[src/rtl/div3_rr_if.sv]
// Requester/result bundle for the shared divisible-by-3 engine.
// master = producers and result consumer, slave = the scheduler.
interface div3_rr_if #(
  parameter int NREQ   = 4,
  parameter int DATA_W = 8
);
  localparam int ID_W = $clog2(NREQ);

  logic [NREQ*DATA_W-1:0] req_data;
  logic [NREQ-1:0]        req_vld;
  logic [NREQ-1:0]        req_rdy;
  logic                   res_div3;
  logic [ID_W-1:0]        res_id;
  logic                   res_vld;
  logic                   res_rdy;
  logic                   busy;

  modport master (
    output req_data, req_vld, res_rdy,
    input  req_rdy, res_div3, res_id, res_vld, busy
  );

  modport slave (
    input  req_data, req_vld, res_rdy,
    output req_rdy, res_div3, res_id, res_vld, busy
  );
endinterface

[src/rtl/div3_rr_scheduler.sv]
// Round-robin front end sharing one bit-serial mod-3 residue engine between
// NREQ requesters; verdicts return tagged with the owning requester index.
module div3_rr_scheduler #(
  parameter int NREQ   = 4,
  parameter int DATA_W = 8
) (
  input  logic      clk,
  input  logic      rst,
  div3_rr_if.slave  bus
);
  localparam int              ID_W     = $clog2(NREQ);
  localparam int              CNT_W    = $clog2(DATA_W + 1);
  localparam logic [ID_W:0]   NREQ_EXT = (ID_W + 1)'(NREQ);
  localparam logic [ID_W-1:0] LAST_ID  = ID_W'(NREQ - 1);
  localparam logic [CNT_W-1:0] CNT_LOAD = CNT_W'(DATA_W);

  typedef enum logic [1:0] {S_IDLE, S_CALC, S_RESULT} state_t;

  state_t            r_state, w_state_nxt;
  logic [ID_W-1:0]   r_rr_ptr, r_res_id;
  logic [1:0]        r_residue, w_residue_nxt;
  logic [CNT_W-1:0]  r_count;
  logic [DATA_W-1:0] r_shift, w_cap_data;
  logic              r_res_vld, r_res_div3, r_busy;
  logic [NREQ-1:0]   w_vld_rot, w_req_rdy;
  logic              w_grant_vld;
  logic [ID_W:0]     w_grant_off, w_grant_sum;
  logic [ID_W-1:0]   w_grant_idx;

  // Rotate requests so bit 0 is the lane at rr_ptr, pick the first set bit,
  // then rotate the offset back into an absolute lane index.
  always_comb begin
    // NOTE: every signal gets a default before any branch, so no path can infer a latch.
    w_vld_rot   = NREQ'({bus.req_vld, bus.req_vld} >> r_rr_ptr);
    w_grant_vld = 1'b0;
    w_grant_off = '0;
    for (int i = 0; i < NREQ; i++) begin
      if (!w_grant_vld && w_vld_rot[i]) begin
        w_grant_vld = 1'b1;
        w_grant_off = (ID_W + 1)'(i);
      end
    end
    w_grant_sum = {1'b0, r_rr_ptr} + w_grant_off;
    w_grant_idx = (w_grant_sum >= NREQ_EXT) ? ID_W'(w_grant_sum - NREQ_EXT)
                                            : ID_W'(w_grant_sum);
  end

  always_comb begin
    w_cap_data = '0;
    for (int i = 0; i < NREQ; i++) begin
      if (w_grant_idx == ID_W'(i)) w_cap_data = bus.req_data[i*DATA_W +: DATA_W];
    end
  end

  // Residue step r' = (2r + b) mod 3 for the MSB currently in the shifter.
  always_comb begin
    case ({r_residue, r_shift[DATA_W-1]})
      3'b000:  w_residue_nxt = 2'd0;
      3'b001:  w_residue_nxt = 2'd1;
      3'b010:  w_residue_nxt = 2'd2;
      3'b011:  w_residue_nxt = 2'd0;
      3'b100:  w_residue_nxt = 2'd1;
      3'b101:  w_residue_nxt = 2'd2;
      default: w_residue_nxt = 2'd0;
    endcase
  end

  always_ff @(posedge clk or posedge rst) begin
    if (rst) r_state <= S_IDLE;
    else     r_state <= w_state_nxt;
  end

  always_comb begin
    w_state_nxt = r_state;
    case (r_state)
      S_IDLE:   if (w_grant_vld)                w_state_nxt = S_CALC;
      S_CALC:   if (r_count == CNT_W'(1))       w_state_nxt = S_RESULT;
      S_RESULT: if (bus.res_rdy)                w_state_nxt = S_IDLE;
      default:                                  w_state_nxt = S_IDLE;
    endcase
  end

  // Grant is only offered in IDLE and is forced low while reset is held.
  always_comb begin
    w_req_rdy = '0;
    if (r_state == S_IDLE && w_grant_vld && !rst) w_req_rdy[w_grant_idx] = 1'b1;
  end

  always_ff @(posedge clk or posedge rst) begin
    if (rst) begin
      r_rr_ptr   <= '0;
      r_res_id   <= '0;
      r_residue  <= 2'd0;
      r_count    <= '0;
      r_res_vld  <= 1'b0;
      r_res_div3 <= 1'b0;
      r_busy     <= 1'b0;
    end else begin
      r_res_vld <= (w_state_nxt == S_RESULT);
      r_busy    <= (w_state_nxt != S_IDLE);
      case (r_state)
        S_IDLE: if (w_grant_vld) begin
          r_res_id  <= w_grant_idx;
          r_residue <= 2'd0;
          r_count   <= CNT_LOAD;
          r_rr_ptr  <= (w_grant_idx == LAST_ID) ? '0 : w_grant_idx + 1'b1;
        end
        S_CALC: begin
          r_residue <= w_residue_nxt;
          r_count   <= r_count - 1'b1;
          if (r_count == CNT_W'(1)) r_res_div3 <= (w_residue_nxt == 2'd0);
        end
        default: ;
      endcase
    end
  end

  // NOTE: the operand shifter is left without reset; it is always loaded at a grant before being read.
  always_ff @(posedge clk) begin
    if (r_state == S_IDLE && w_grant_vld) r_shift <= w_cap_data;
    else if (r_state == S_CALC)           r_shift <= r_shift << 1;
  end

  assign bus.req_rdy  = w_req_rdy;
  assign bus.res_vld  = r_res_vld;
  assign bus.res_div3 = r_res_div3;
  assign bus.res_id   = r_res_id;
  assign bus.busy     = r_busy;
endmodule

[src/flat_wrapper.sv]
// flat-port wrapper written by rule: the top's interface ports become plain ports
module div3_rr_scheduler_flat 
#(
  parameter int NREQ   = 4,
  parameter int DATA_W = 8
)
  (clk, rst, bus_req_data, bus_req_vld, bus_res_rdy, bus_req_rdy, bus_res_div3, bus_res_id, bus_res_vld, bus_busy);
  div3_rr_if #(.NREQ(NREQ), .DATA_W(DATA_W)) bus_i ();
  input  logic clk;
  input  logic rst;
  input wire logic [$bits(bus_i.req_data)-1:0] bus_req_data;
  input wire logic [$bits(bus_i.req_vld)-1:0] bus_req_vld;
  input wire logic [$bits(bus_i.res_rdy)-1:0] bus_res_rdy;
  output wire logic [$bits(bus_i.req_rdy)-1:0] bus_req_rdy;
  output wire logic [$bits(bus_i.res_div3)-1:0] bus_res_div3;
  output wire logic [$bits(bus_i.res_id)-1:0] bus_res_id;
  output wire logic [$bits(bus_i.res_vld)-1:0] bus_res_vld;
  output wire logic [$bits(bus_i.busy)-1:0] bus_busy;
  assign bus_i.req_data = bus_req_data;
  assign bus_i.req_vld = bus_req_vld;
  assign bus_i.res_rdy = bus_res_rdy;
  assign bus_req_rdy = bus_i.req_rdy;
  assign bus_res_div3 = bus_i.res_div3;
  assign bus_res_id = bus_i.res_id;
  assign bus_res_vld = bus_i.res_vld;
  assign bus_busy = bus_i.busy;
  div3_rr_scheduler #(.NREQ(NREQ), .DATA_W(DATA_W)) u_core (.clk(clk), .rst(rst), .bus(bus_i));
endmodule
[config.mk]
export PLATFORM = sky130hd
export DESIGN_NAME = div3_rr_scheduler_flat
export DESIGN_NICKNAME = d
export VERILOG_FILES = /design/src/rtl/div3_rr_if.sv /design/src/rtl/div3_rr_scheduler.sv /design/src/flat_wrapper.sv
export SDC_FILE = /design/constraint.sdc
export NUM_CORES = 1
export LEC_CHECK = 0
export BUFFER_PORTS_ARGS = -buffer_cell sky130_fd_sc_hd__buf_2
export CELL_PAD_IN_SITES_DETAIL_PLACEMENT = 0
export CELL_PAD_IN_SITES_GLOBAL_PLACEMENT = 2
export CORE_MARGIN = 5
export CORE_UTILIZATION = 29
export CTS_CLUSTER_DIAMETER = 50
export DETAILED_ROUTE_END_ITERATION = 10
export GPL_ROUTABILITY_DRIVEN = 0
export PLACE_DENSITY_LB_ADDON = 0.05
export SYNTH_ARGS = -nofsm -noshare
export SYNTH_HDL_FRONTEND = slang
export SYNTH_SLANG_ARGS = --single-unit
[constraint.sdc]
create_clock -name clk -period 3.66 [get_ports clk]
set_input_delay 0.549 -clock clk [delete_from_list [all_inputs] [get_ports clk]]
set_output_delay 0.549 -clock clk [all_outputs]
set_load 0.01 [all_outputs]
Word level (Yosys, flattened, before mapping)
Cells that the tools add are included.

Add/subtract/negate cells: 4. $mul: 0. Div/mod/pow operators: 0. $lt $le $gt $ge: 3. Eq/ne operators: 12. Shifts and indexed selects: 1. Multiplexer cells: 27. Bitwise operators: 0. Reduce and logical (&&, ||, !) cells: 21.

Operators by type and width (number): $mux 8 (6); $mux 2 (6); $eq 2x2->1 const B (4); $mux 4 (2); $pmux 2 s2 (2); $pmux 4 s2 (1); $shr 8x2->4 (1); $eq 3x3->1 const B (2); $logic_and 1x1->1 (6); $logic_not 2->1 (3); $mux 1 (6); $mux 3 (2); $pmux 2 s3 (1); $reduce_and 2->1 (3); $reduce_bool 2->1 (3); $eq 2x1->1 const B (2); $eq 4x1->1 const B (1); $logic_not 1->1 (4); $reduce_or 2->1 (2); $sub 4x1->4 const B (1); $add 2x3->3 (1); $eq 3x1->1 const B (1); $eq 3x2->1 const B (1); $ge 3x3->1 const B (1); other kinds (6) (6).

Register bits after elaboration: 23. Bits in latches: 0. Memory bits (writable): 0. Memory bits (read-only): 0. Input port bits: 39. Logic and storage cells: 77. Memories kept: 0.

Logic depth before layout (Yosys ltp)
Depth after elaboration: 20. Mapped depth: 15.

Least setup slack after synthesis
OpenSTA, ideal clock, no wires.

Path kind: input -> output. Start: input port bus_req_vld[2]. End: output port bus_req_rdy[3]. Arrival time: 2.700 ns. Required time: 3.111 ns. Slack: 0.411 ns. Cell stages on the path: 11. Buffers on the path: 3. Path through: buf_6 -> or4_1 -> o211ai_1 -> ha_1 -> xnor2_1 -> xnor2_2 -> inv_1 -> ha_1 -> clkbuf_1 -> clkbuf_1 -> and3_1.

Longest elaborated chain between the ends: 19.

RTL lines: start, declared (RTL line flat_wrapper.sv:12) `input wire logic [$bits(bus_i.req_vld)-1:0] bus_req_vld;`; $shr 8x2->4 * (RTL line div3_rr_scheduler.sv:34) `w_vld_rot = NREQ'({bus.req_vld, bus.req_vld} >> r_rr_ptr);`; $mux 1 (RTL line div3_rr_scheduler.sv:38) `if (!w_grant_vld && w_vld_rot[i]) begin`; $logic_not 1->1 (RTL line div3_rr_scheduler.sv:38); $logic_and 1x1->1 (RTL line div3_rr_scheduler.sv:38); $mux 1 (RTL line div3_rr_scheduler.sv:38); $logic_not 1->1 (RTL line div3_rr_scheduler.sv:38); $logic_and 1x1->1 (RTL line div3_rr_scheduler.sv:38); $mux 1 (RTL line div3_rr_scheduler.sv:38); [... 4 more ...]; $ge 3x3->1 or $sub 2x1->2 (tied branches) (RTL line div3_rr_scheduler.sv:44) `w_grant_idx = (w_grant_sum >= NREQ_EXT) ? ID_W'(w_grant_sum - NREQ_EXT)`; $mux 2 * (RTL line div3_rr_scheduler.sv:44); net u_core.w_grant_idx[1] (RTL line div3_rr_scheduler.sv:28) `logic [ID_W-1:0] w_grant_idx;`; $lt 2x3->1 (not written as such) or $ge 2x1->1 (tied branches) (RTL line div3_rr_scheduler.sv:86) `if (r_state == S_IDLE && w_grant_vld && !rst) w_req_rdy[w_grant_idx] = 1'b1;`; $logic_and 1x1->1 (not written as such) (RTL line div3_rr_scheduler.sv:86); $mux 1 (not written as such) (RTL line div3_rr_scheduler.sv:86); $demux 1 s2 *; $mux 4 * (RTL line div3_rr_scheduler.sv:86); end, declared (RTL line flat_wrapper.sv:14) `output wire logic [$bits(bus_i.req_rdy)-1:0] bus_req_rdy;`.

Mark *: on every way through the listed nets, which the timed path passes. The rest lies on a longest branch.

Worst setup path in the final report
Start: register u_core.r_rr_ptr[0]. End: output port bus_req_rdy[2].

Longest elaborated chain between the ends: 19.

RTL lines: start, declared (RTL line div3_rr_scheduler.sv:20) `logic [ID_W-1:0] r_rr_ptr, r_res_id;`; start signal, assigned (RTL line div3_rr_scheduler.sv:106) `r_rr_ptr <= (w_grant_idx == LAST_ID) ? '0 : w_grant_idx + 1'b1;`; $shr 8x2->4 (RTL line div3_rr_scheduler.sv:34); $mux 1 (RTL line div3_rr_scheduler.sv:38); $logic_not 1->1 (RTL line div3_rr_scheduler.sv:38); $logic_and 1x1->1 (RTL line div3_rr_scheduler.sv:38); $mux 1 (RTL line div3_rr_scheduler.sv:38); $logic_not 1->1 (RTL line div3_rr_scheduler.sv:38); $logic_and 1x1->1 (RTL line div3_rr_scheduler.sv:38); $mux 1 (RTL line div3_rr_scheduler.sv:38); [... 4 more ...]; $ge 3x3->1 or $sub 2x1->2 (tied branches) (RTL line div3_rr_scheduler.sv:44); $mux 2 * (RTL line div3_rr_scheduler.sv:44); net u_core.w_grant_idx[1] (RTL line div3_rr_scheduler.sv:28); $lt 2x3->1 (not written as such) or $ge 2x1->1 (tied branches) (RTL line div3_rr_scheduler.sv:86); $logic_and 1x1->1 (not written as such) (RTL line div3_rr_scheduler.sv:86); $mux 1 (not written as such) (RTL line div3_rr_scheduler.sv:86); $demux 1 s2 *; $mux 4 * (RTL line div3_rr_scheduler.sv:86).

Marks and branches as above.

==> results.py <==
metrics = {
    "cts": {
        "cts_made_buffers": 3,
        "htreeDepth": 1,
        "clkLatencyLatePin_ns": 0.27,
        "cts_hold_buffers": 0,
        "cts_setup_buffers": 0,
        "clock_path_buffers": 2,
        "cts.sinks": 23,
        "cts_tree": "yes",
        "cts.root.buffer_cell": "clkbuf_8",
        "clk_pin_slew_ns": 0.09,
        "cts_resized": 0,
    },
    "global_route": {
        "grt_max_degree": 21,
        "gr-total-overflow": 0,
        "first_global_vias": 1244,
        "antenna_found_initial": 0,
        "grt_usage_pct": 11.6,
        "grt_pass1_wl_um": 6020,
    },
    "final_layout": {
        "antenna_cells": 0,
        "multi_input_area_um2": 779,
        "drive_above_1_share_pct": 29.3,
        "area_growth_pct": 21.1,
        "fin_nets": 252,
        "nFillCells": 541,
        "layout.area.seq_um2": 616,
    },
    "die": {
        "row_count": 26,
        "die_area_mm2": 0.00668,
        "initial_core_util_pct": 29.6,
        "die_x_um": 81.7,
        "io_pins": 48,
        "coreArea_mm2": 0.00504,
        "die_h_um": 81.7,
    },
    "drt": {
        "drt_iter0_markers": 54,
        "wire_per_inst_um": 14.3,
        "ant_nets": 0,
        "wl_um": 3920,
        "dr.pass1.iters": 4,
        "vias_per_cell": 4.81,
        "vias": 1322,
        "drcViolationCount": 0,
    },
    "synthesis": {
        "ys_top_cells_by_area": "dfrtp_1 25%, edfxtp_1 16%, ha_1 5.9%",
        "syn_nets": 210,
        "yosysMostFrequentCell": "nor2_1",
        "synth-seq-cells": 23,
        "synth_largest_area_cell": "dfrtp_1",
        "ys_warn_count": 0,
        "synth_area_mm2": 0.00149,
        "synth.top_cells.by_count": "19 x nor2_1, 16 x a21oi_1, 15 x dfrtp_1",
        "synth-edff-count": 8,
        "ys.flop_type": "dfrtp_1",
        "async_reset_ff_share_pct": 65.2,
        "synth_cell_types": 40,
        "ys_seq_area_share_pct": 41.2,
        "avgSynthCellArea_um2": 9.10,
        "synthCells": 164,
        "synthDominantCellAreaShare_pct": 25.1,
    },
    "timing": {
        "drv_slew": 0,
        "tns_ns": 0,
        "grt_setup_unrepaired": "no",
        "worstMarginPinSlew_ns": 1.21,
        "hold_slack_ns": 0.379,
        "hold_viol": 0,
        "setup_viol": 0,
        "relSlewSlack_pct": 18.7,
        "period_needed_ns": 3.40,
        "fin_ws_ns": 0.257,
        "finalCritPeriodShare_pct": 93.0,
        "fmax_ghz": 0.294,
        "worst_clock_skew_ns": 0.00772,
    },
    "power": {
        "pwr-share-seq_pct": 27.4,
        "comb_power_share_pct": 63.6,
        "clkPwrFrac_pct": 9.0,
        "swShare_pct": 46.8,
        "power.internal_mw": 0.963,
        "cellLeakagePower_nw": 0.841,
        "power_density_mw_per_mm2": 1000,
        "p_switching_mw": 0.848,
        "ir_drop_v": 0.000400,
    },
    "placement": {
        "dp_slack_ns": 0.229,
        "dpl.hpwl_um": 3040,
        "io_buffers": 47,
    },
    "worst_setup_path": {
        "cp.arrival_ns": 2.85,
        "crit_fanout": 17,
        "cp_slowest_cell": "or4_1",
        "cp-start-kind": "flop",
        "path_cells": "or4_1 -> o211ai_1 -> ha_1 -> xnor2_1 -> xnor2_2 -> inv_1 -> ha_1 -> and3_1 -> buf_2",
        "worstPathRequired_ns": 3.11,
        "crit_type": "reg -> out",
        "cp_slowest_stage_delay_ns": 0.56,
        "critPathMostFrequentCell": "ha_1",
        "critPathCaptureType": "output pin",
        "reg2reg_depth": 11,
    },
    "min_path": {
        "holdCritPathClass": "in -> async",
    },
    "job": {
        "cap_viol_max_count": 0,
    },
    "outcome": {
        "status": "completed",
    },
}
flip-flops by register name, summed over array words and instances (netlist names):
| name | flops |
|---|---|
| u_core.bus.busy | 1 |
| u_core.bus.res_div3 | 1 |
| u_core.bus.res_id | 2 |
| u_core.bus.res_vld | 1 |
| u_core.r_count | 4 |
| u_core.r_residue | 2 |
| u_core.r_rr_ptr | 2 |
| u_core.r_shift | 8 |
| u_core.r_state | 2 |
critical path: cells and delay by family, from the launching register on:
kind / cells / cell delay [ns]
buffers and inverters: 2 / 0.22
adder cells (fa/ha/maj): 2 / 0.64
flip-flops: 1 / 0.53
XOR/XNOR: 2 / 0.30
AND/OR/NAND/NOR: 2 / 0.79
AO/OA/AOI/OAI: 1 / 0.10
cell type report:
class	instances	share of cell area (%)
inverters	9	1.87
multi-input cells	121	43.1
clock inverters	1	0.415
well taps	70	4.84
flip-flops and latches	23	34.0
repair buffers	48	13.4
clock buffers	3	2.28
final timing paths:
| kind | start | endpoint | slack, ns |
|---|---|---|---|
| worst max-delay path | u_core.r_rr_ptr[0] | bus_req_rdy[2] | 0.26 |
| worst min-delay path | rst | u_core.bus.res_div3 | 0.38 |
| worst max register to register | u_core.r_rr_ptr[0] | u_core.r_shift[4] | 0.36 |
| worst min register to register | u_core.bus.res_div3 | u_core.bus.res_div3 | 0.48 |
| max in group asynchronous | rst | u_core.r_state[0] | 2.83 |
| min in group clk | u_core.bus.res_div3 | u_core.bus.res_div3 | 0.48 |
power by group through the flow:
stage	logic [mW]	clock network, mW	registers (mW)
floorplan	0.902	0	0.483
global placement	1.16	0	0.499
detailed placement	1.15	0	0.502
CTS	1.16	0.173	0.497
global route	1.29	0.184	0.512
finish	1.15	0.163	0.496
stage by stage:
step / std cells / cell area (µm²) / power, mW / util (%)
6_report: 275 / 1810 / 1.81 / 35.9
5_1_grt: 275 / 1810 / 1.99 / 35.9
4_1_cts: 275 / 1810 / 1.83 / 35.9
3_5_place_dp: 271 / 1760 / 1.65 / 34.9
3_3_place_gp: 271 / 1760 / 1.66 / 34.9
2_1_floorplan: 164 / 1490 / 1.39 / -
metal layers:
layer,GRT usage [%],part of all wire (%),wire (µm),vias to the layer above
met5,0,0,0,-
met2,18.6,49,1910,26
li1,-,-,-,671
met1,15.8,46,1800,623
met3,2.63,4.8,190,2
met4,2.99,0.69,27,0
cell usage in the layout, fill, tap and decap left out, drive strengths merged, types with 2 or more instances in the layout:
master   n
buf     48
nor2    19
a21oi   16
dfrtp   15
nand2   12
nor3    11
inv      9
nor2b    9
a221oi   8
edfxtp   8
ha       7
o21ai    7
and3     4
xnor2    4
nand3    3
clkbuf   3
nand2b   3
nor3b    2
o211ai   2
nor4     2
o32ai    2
kinds of logic after synthesis:
group / synth area share [%]
AND/OR/NAND/NOR: 22.9
AO/OA/AOI/OAI: 19.7
flip-flops: 41.2
buffers and inverters: 6.87
adder cells (fa/ha/maj): 5.87
XOR/XNOR: 3.44
Note: power is estimated with default switching activity, not from simulation.
